$ cat src/rtl/sram_sp_16x128_ctrl.sv
// Generic synchronous FIFO used as the read-response buffer.
// Latency: a pushed word is visible at the head the cycle after the push.
// Backpressure: the head stays put while out_rdy is low. A push into a full FIFO is dropped unless a pop happens in the same cycle.
module fifo_sync #(
    parameter int W     = 128,
    parameter int LOG2D = 1
) (
    input  logic             CLK,
    input  logic             reset,
    input  logic             in_vld,
    input  logic [W-1:0]     in_dat,
    output logic             out_vld,
    input  logic             out_rdy,
    output logic [W-1:0]     out_dat,
    output logic [LOG2D:0]   cnt
);
    localparam int DEPTH = 2**LOG2D;

    logic [W-1:0]     mem [DEPTH];
    logic [LOG2D-1:0] wr_ptr;
    logic [LOG2D-1:0] rd_ptr;
    logic             full;
    logic             push;
    logic             pop;

    assign full    = (cnt == (LOG2D+1)'(DEPTH));
    assign out_vld = (cnt != '0);
    assign out_dat = mem[rd_ptr];
    assign pop     = out_vld & out_rdy;
    assign push    = in_vld & (~full | pop);

    // Pointer, occupancy and storage update; reset also clears storage so the head reads zero.
    always_ff @(posedge CLK) begin
        if (reset) begin
            wr_ptr <= '0;
            rd_ptr <= '0;
            cnt    <= '0;
            for (int i = 0; i < DEPTH; i++) begin
                mem[i] <= '0;
            end
        end else begin
            if (push) begin
                mem[wr_ptr] <= in_dat;
                wr_ptr      <= wr_ptr + 1'b1;
            end
            if (pop) begin
                rd_ptr <= rd_ptr + 1'b1;
            end
            cnt <= cnt + (LOG2D+1)'(push) - (LOG2D+1)'(pop);
        end
    end
endmodule

// Request-side controller for the 16x128 single-port SRAM: clears the array after reset, then maps requests onto ME/WE/ADR/D.
// Latency: a read accepted in cycle N has its response valid from cycle N+2. Writes produce no response.
// Backpressure: req_ready drops when the in-flight read plus the buffered responses, minus any pop this cycle, would reach 2.
module sram_sp_16x128_ctrl #(
    parameter int              AW       = 4,
    parameter int              DW       = 128,
    parameter bit              INIT_EN  = 1'b1,
    parameter logic [DW-1:0]   INIT_VAL = '0
) (
    input  logic          CLK,
    input  logic          reset,
    input  logic          req_valid,
    output logic          req_ready,
    input  logic          req_we,
    input  logic [AW-1:0] req_adr,
    input  logic [DW-1:0] req_wdata,
    output logic          rsp_valid,
    input  logic          rsp_ready,
    output logic [DW-1:0] rsp_rdata,
    output logic          init_done,
    output logic          mem_me,
    output logic          mem_we,
    output logic [AW-1:0] mem_adr,
    output logic [DW-1:0] mem_d,
    input  logic [DW-1:0] mem_q
);
    typedef enum logic {
        ST_INIT = 1'b0,
        ST_RUN  = 1'b1
    } state_t;

    state_t        state;
    state_t        state_nxt;
    logic [AW-1:0] init_cnt;
    logic [AW-1:0] init_cnt_nxt;
    logic          inflight;
    logic [1:0]    occ;
    logic          pop;
    logic [2:0]    pend;

    assign pop  = rsp_valid & rsp_ready;
    // occ is never zero while pop is set, so this cannot underflow.
    assign pend = {2'b00, inflight} + {1'b0, occ} - {2'b00, pop};

    // State and clear-address register; reset restarts the clear from address 0.
    always_ff @(posedge CLK) begin
        if (reset) begin
            state    <= INIT_EN ? ST_INIT : ST_RUN;
            init_cnt <= '0;
        end else begin
            state    <= state_nxt;
            init_cnt <= init_cnt_nxt;
        end
    end

    // Next state plus the SRAM and handshake outputs. Reset forces the SRAM and handshake outputs inactive.
    always_comb begin
        state_nxt    = state;
        init_cnt_nxt = init_cnt;
        req_ready    = 1'b0;
        init_done    = 1'b0;
        mem_me       = 1'b0;
        mem_we       = 1'b0;
        mem_adr      = req_adr;
        mem_d        = req_wdata;
        case (state)
            ST_INIT: begin
                mem_me       = 1'b1;
                mem_we       = 1'b1;
                mem_adr      = init_cnt;
                mem_d        = INIT_VAL;
                init_cnt_nxt = init_cnt + 1'b1;
                if (&init_cnt) begin
                    state_nxt = ST_RUN;
                end
            end
            ST_RUN: begin
                init_done = 1'b1;
                req_ready = (pend < 3'd2);
                mem_me    = req_valid & req_ready;
                mem_we    = req_valid & req_ready & req_we;
            end
        endcase
        if (reset) begin
            req_ready = 1'b0;
            init_done = 1'b0;
            mem_me    = 1'b0;
            mem_we    = 1'b0;
        end
    end

    // Marks that mem_q carries read data this cycle: the SRAM returns Q one cycle after a read ME.
    always_ff @(posedge CLK) begin
        if (reset) begin
            inflight <= 1'b0;
        end else begin
            inflight <= req_valid & req_ready & ~req_we;
        end
    end

    fifo_sync #(
        .W     (DW),
        .LOG2D (1)
    ) u_rsp_fifo (
        .CLK     (CLK),
        .reset   (reset),
        .in_vld  (inflight),
        .in_dat  (mem_q),
        .out_vld (rsp_valid),
        .out_rdy (rsp_ready),
        .out_dat (rsp_rdata),
        .cnt     (occ)
    );
endmodule

$ cat config.mk
export PLATFORM = sky130hd
export DESIGN_NAME = sram_sp_16x128_ctrl
export DESIGN_NICKNAME = d
export VERILOG_FILES = /design/src/rtl/sram_sp_16x128_ctrl.sv
export SDC_FILE = /design/constraint.sdc
export NUM_CORES = 1
export LEC_CHECK = 0
export ABC_CLOCK_PERIOD_IN_PS = 15400
export CAP_MARGIN = 20
export CORE_AREA = 2 2 205 207
export DETAILED_ROUTE_END_ITERATION = 7
export DIE_AREA = 0 0 207 209
export PLACE_DENSITY = 0.63
export RECOVER_POWER = 100
export SYNTH_ARGS = -nofsm -noshare
export SYNTH_HDL_FRONTEND = slang
export SYNTH_HIERARCHICAL = 1
export SYNTH_SLANG_ARGS = --single-unit
$ cat constraint.sdc
create_clock -name CLK -period 15.4 [get_ports CLK]
set_input_delay 3.08 -clock CLK [delete_from_list [all_inputs] [get_ports CLK]]
set_output_delay 3.08 -clock CLK [all_outputs]
set_load 0.02 [all_outputs]
==> results by group <==
Floorplan
  • Core Footprint: 0.04129 mm2
  • Core Rows: 75
  • Initial core utilization: 0.3048
  • Horizontal die dimension: 207 um
  • # IOs: 530
  • DIE AREA: 0.04326 mm2
  • Height of the die: 209 um

Drt
  • Final antenna-violating net count: 0
  • DR WL/cell: 26.69 um
  • Vias: 9,160
  • Number of vias per cell: 4.617
  • First-pass detailed-route iteration total: 5
  • Detailed-route wire length: 52.95 mm
  • Number of violations reported at the end of detailed-routing iteration 0: 453
  • Number of DRC violations after detailed routing: 0

Global route
  • Via count of the first global-routing pass: 9,127
  • Global Route Usage Sum: 0.2359
  • Maximum number of pins on one net before global-route repair: 141
  • Global-route wire length before repair: 71.92 mm
  • Antenna violations before repair: 51
  • Remaining global-route overflow: 0

Timing
  • Final worst path period need: 10.63 ns
  • # setup viols final: 0
  • Worst path setup slack after routing: 4.774 ns
  • Highest clock rate: 94.11 MHz
  • Final Hold Violating Endpoints: 0
  • Pins over their slew limit: 660
  • Final period util: 0.6900
  • Setup repair after global routing missed its margin: false
  • Worst Max-Slew Pin Slew: 4.139 ns
  • Final clock skew: 0.02322 ns
  • Slew margin rel.: -1.759
  • Final setup TNS: 0 ns

Critical path
  • Kind of launch point of the worst setup path: flop
  • Arrival @ worst endpoint: 7.55 ns
  • CP Class: reg -> out
  • Setup slack of the worst register-to-register path: 9.59 ns
  • Endpoint of the lowest-slack register-to-register path: u_rsp_fifo/mem[1][121]$_SDFFCE_PN0P_
  • Kind of end point of the critical path: output port
  • Worst R2R Start: u_rsp_fifo/cnt[1]$_SDFF_PP0_
  • CP Capture Point: rsp_rdata[56]
  • Maximum fanout along the worst path: 67
  • Critical Path RT: 12.32 ns
  • Worst Reg2Reg Path Length in Cells: 5

Pwr
  • Sequential fraction of design power: 0.467
  • Maximum vdd ir drop: 70.65 uV
  • Switching power of the nets: 0.0004229 W
  • Sw Share: 0.2356
  • Relative contribution of combinational cells to total power: 0.147
  • Clk pwr share: 0.386
  • Pwr/cell area: 93.47 mW/mm2
  • P_int: 0.001372 W
  • P_leak: 7.568 nW

Outcome
  • Violated checks: capacitance limit, slew limit
  • Outcome: finished, violations left

Clock tree
  • Sink count of the clock tree: 267
  • Clk root buf: sky130_fd_sc_hd__clkbuf_16
  • Worst-skew pair later-pin latency: 0.57 ns
  • Clock slew at reported path FFs: 0.06 ns
  • Quantity of gates resized following cts: 0
  • Hold buffer count at CTS: 0
  • Setup repair bufs after CTS: 0
  • Clk buf depth: 3
  • Total CTS buffers: 30
  • H-tree levels: 1
  • Clock tree from TritonCTS: yes

Yosys
  • Synthesized Nets: 1,158
  • Post-synthesis instance total: 888
  • Sequential element share of the synthesized area: 0.6282
  • Share of synthesized flip-flops with an asynchronous set or reset: 0
  • Mean area per synthesized cell: 14.17 um2
  • Unique cell type count in the Yosys netlist: 37
  • Number of flops mapped to enable cells by yosys: 256
  • Number of storage elements in the synthesis netlist: 267
  • Combined area of all synthesized cells: 0.01259 mm2
  • Main flop type after synthesis: sky130_fd_sc_hd__edfxtp_1
  • Total number of yosys warnings: 6

Placement
  • Count of buffers from port buffering: 529
  • Global placer's final weighted congestion: 0.8528
  • Worst setup slack before clock tree synthesis: 6.574 ns
  • Placed wire-length estimate after detailed placement: 39.86 mm
  • Cell area reported after detailed placement: 0.01828 mm2

Layout
  • Ratio of cells with drive above 1 in the final layout: 0.1279
  • Core Util, Final: 0.4650
  • Area growth from synthesis to layout: 52.52%
  • Finished Cell Area: 0.01920 mm2
  • Net count, final: 1,672

Worst hold path
  • Cell count of the worst hold path: 2
  • Hold Path Class: reg -> reg

Run
  • Max-cap violation count: 12
==> state kept, by name, summed over array words and instances (netlist names), named ones only <==
register,count
inflight,1
init_cnt,4
state,1
u_rsp_fifo/cnt,2
u_rsp_fifo/mem,256
u_rsp_fifo/rd_ptr,1
u_rsp_fifo/wr_ptr,1
==> layout by cell type (no fill, tap or decap), drive strengths merged, types with 2 or more instances in the layout <==
master,instances
and2,386
clkdlybuf4s50,266
dlygate4sd3,263
edfxtp,256
mux2,132
clkbuf,50
diode,22
dfxtp,11
clkinv,10
nor2,8
ha,4
xnor2,3
xor2,3
bufinv,3
nor2b,3
nand2b,2
inv,2
a21oi,2
nor3b,2
or2,2
==> metrics by stage <==
stage / total power, W / hold WS (ns) / cells
floorplan: 0.0009671 / 0.4809 / 888
global placement: 0.001122 / 0.5036 / 1908
detailed placement: 0.001123 / 0.4981 / 1908
CTS: 0.001819 / 0.5137 / 1961
global route: 0.001852 / 0.5602 / 1975
finish: 0.001794 / 0.5109 / 1984
==> Yosys cell counts (2+ instances only) <==
library cell | n | share of area
sky130_fd_sc_hd__and2_1 | 375 | 0.19
sky130_fd_sc_hd__edfxtp_1 | 256 | 0.61
sky130_fd_sc_hd__mux2_2 | 132 | 0.12
sky130_fd_sc_hd__clkbuf_2 | 21 | 0.0083
sky130_fd_sc_hd__buf_2 | 17 | 0.0068
sky130_fd_sc_hd__buf_6 | 13 | 0.012
sky130_fd_sc_hd__and2_2 | 11 | 0.0066
sky130_fd_sc_hd__dfxtp_1 | 11 | 0.017
sky130_fd_sc_hd__nor2_1 | 8 | 0.0024
sky130_fd_sc_hd__clkbuf_1 | 5 | 0.0015
sky130_fd_sc_hd__ha_1 | 4 | 0.0040
sky130_fd_sc_hd__xnor2_1 | 3 | 0.0021
sky130_fd_sc_hd__xor2_1 | 3 | 0.0021
sky130_fd_sc_hd__a21oi_1 | 2 | 0.00080
sky130_fd_sc_hd__inv_1 | 2 | 0.00060
sky130_fd_sc_hd__nand2b_1 | 2 | 0.00099
sky130_fd_sc_hd__nor2b_1 | 2 | 0.00099
sky130_fd_sc_hd__or2_2 | 2 | 0.00099
==> worst min-delay path by stage <==
| stage | from | end | slack [ns] |
|---|---|---|---|
| after floorplan | u_rsp_fifo/rd_ptr$_SDFFE_PP0N_ | flop | 0.48 |
| after global placement | u_rsp_fifo/rd_ptr$_SDFFE_PP0N_ | u_rsp_fifo/rd_ptr$_SDFFE_PP0N_ | 0.50 |
| after detailed placement | u_rsp_fifo/rd_ptr$_SDFFE_PP0N_ | flop | 0.50 |
| after CTS | u_rsp_fifo/rd_ptr$_SDFFE_PP0N_ | flop | 0.51 |
| after global routing | init_cnt[3]$_SDFFE_PP0N_ | state$_SDFF_PP0_ | 0.56 |
| final | u_rsp_fifo/rd_ptr$_SDFFE_PP0N_ | flop | 0.51 |
==> cells by family after synthesis <==
kind of cell,after synthesis,share of synthesized area
AO/OA/AOI/OAI,6,0.003083
XOR/XNOR,6,0.004176
adder cells (fa/ha/maj),5,0.005567
buffers and inverters,60,0.03002
flip-flops,267,0.6282
multiplexers,133,0.1189
AND/OR/NAND/NOR,411,0.2100
==> power groups by stage <==
stage / Combinational, W / Sequential, W / Clock (W)
2_1_floorplan: 0.000124 / 0.000843 / 0
3_3_place_gp: 0.000272 / 0.000850 / 0
3_5_place_dp: 0.000271 / 0.000852 / 0
4_1_cts: 0.000274 / 0.000837 / 0.000709
5_1_grt: 0.000276 / 0.000842 / 0.000734
6_report: 0.000263 / 0.000838 / 0.000693
==> final cells by class <==
class,instances,area (um2)
antenna,22,55.05
clock buffer,40,788.3
clock inverter,13,146.4
fill,3747,22090
inverter,2,7.507
multi-input combinational,561,4255
sequential,267,7911
tap,539,674.4
timing repair buffer,540,5360
==> metal layers <==
metal / GRT usage / wire [um] / vias to the layer above
met2: 0.3602 / 24740 / 453
met3: 0.08055 / 4861 / 99
met1: 0.3023 / 21580 / 4482
met5: 0 / 41 / -
met4: 0.1069 / 1732 / 8
li1: - / - / 4118
==> worst max-delay path, cell delays in order (launching register included) <==
cell and delay [ns]:
sky130_fd_sc_hd__dfxtp_1 2.48, sky130_fd_sc_hd__clkbuf_1 3.01, sky130_fd_sc_hd__mux2_2 0.57, sky130_fd_sc_hd__dlygate4sd3_1 0.73
No activity file was read; power rests on OpenSTA's default activity.
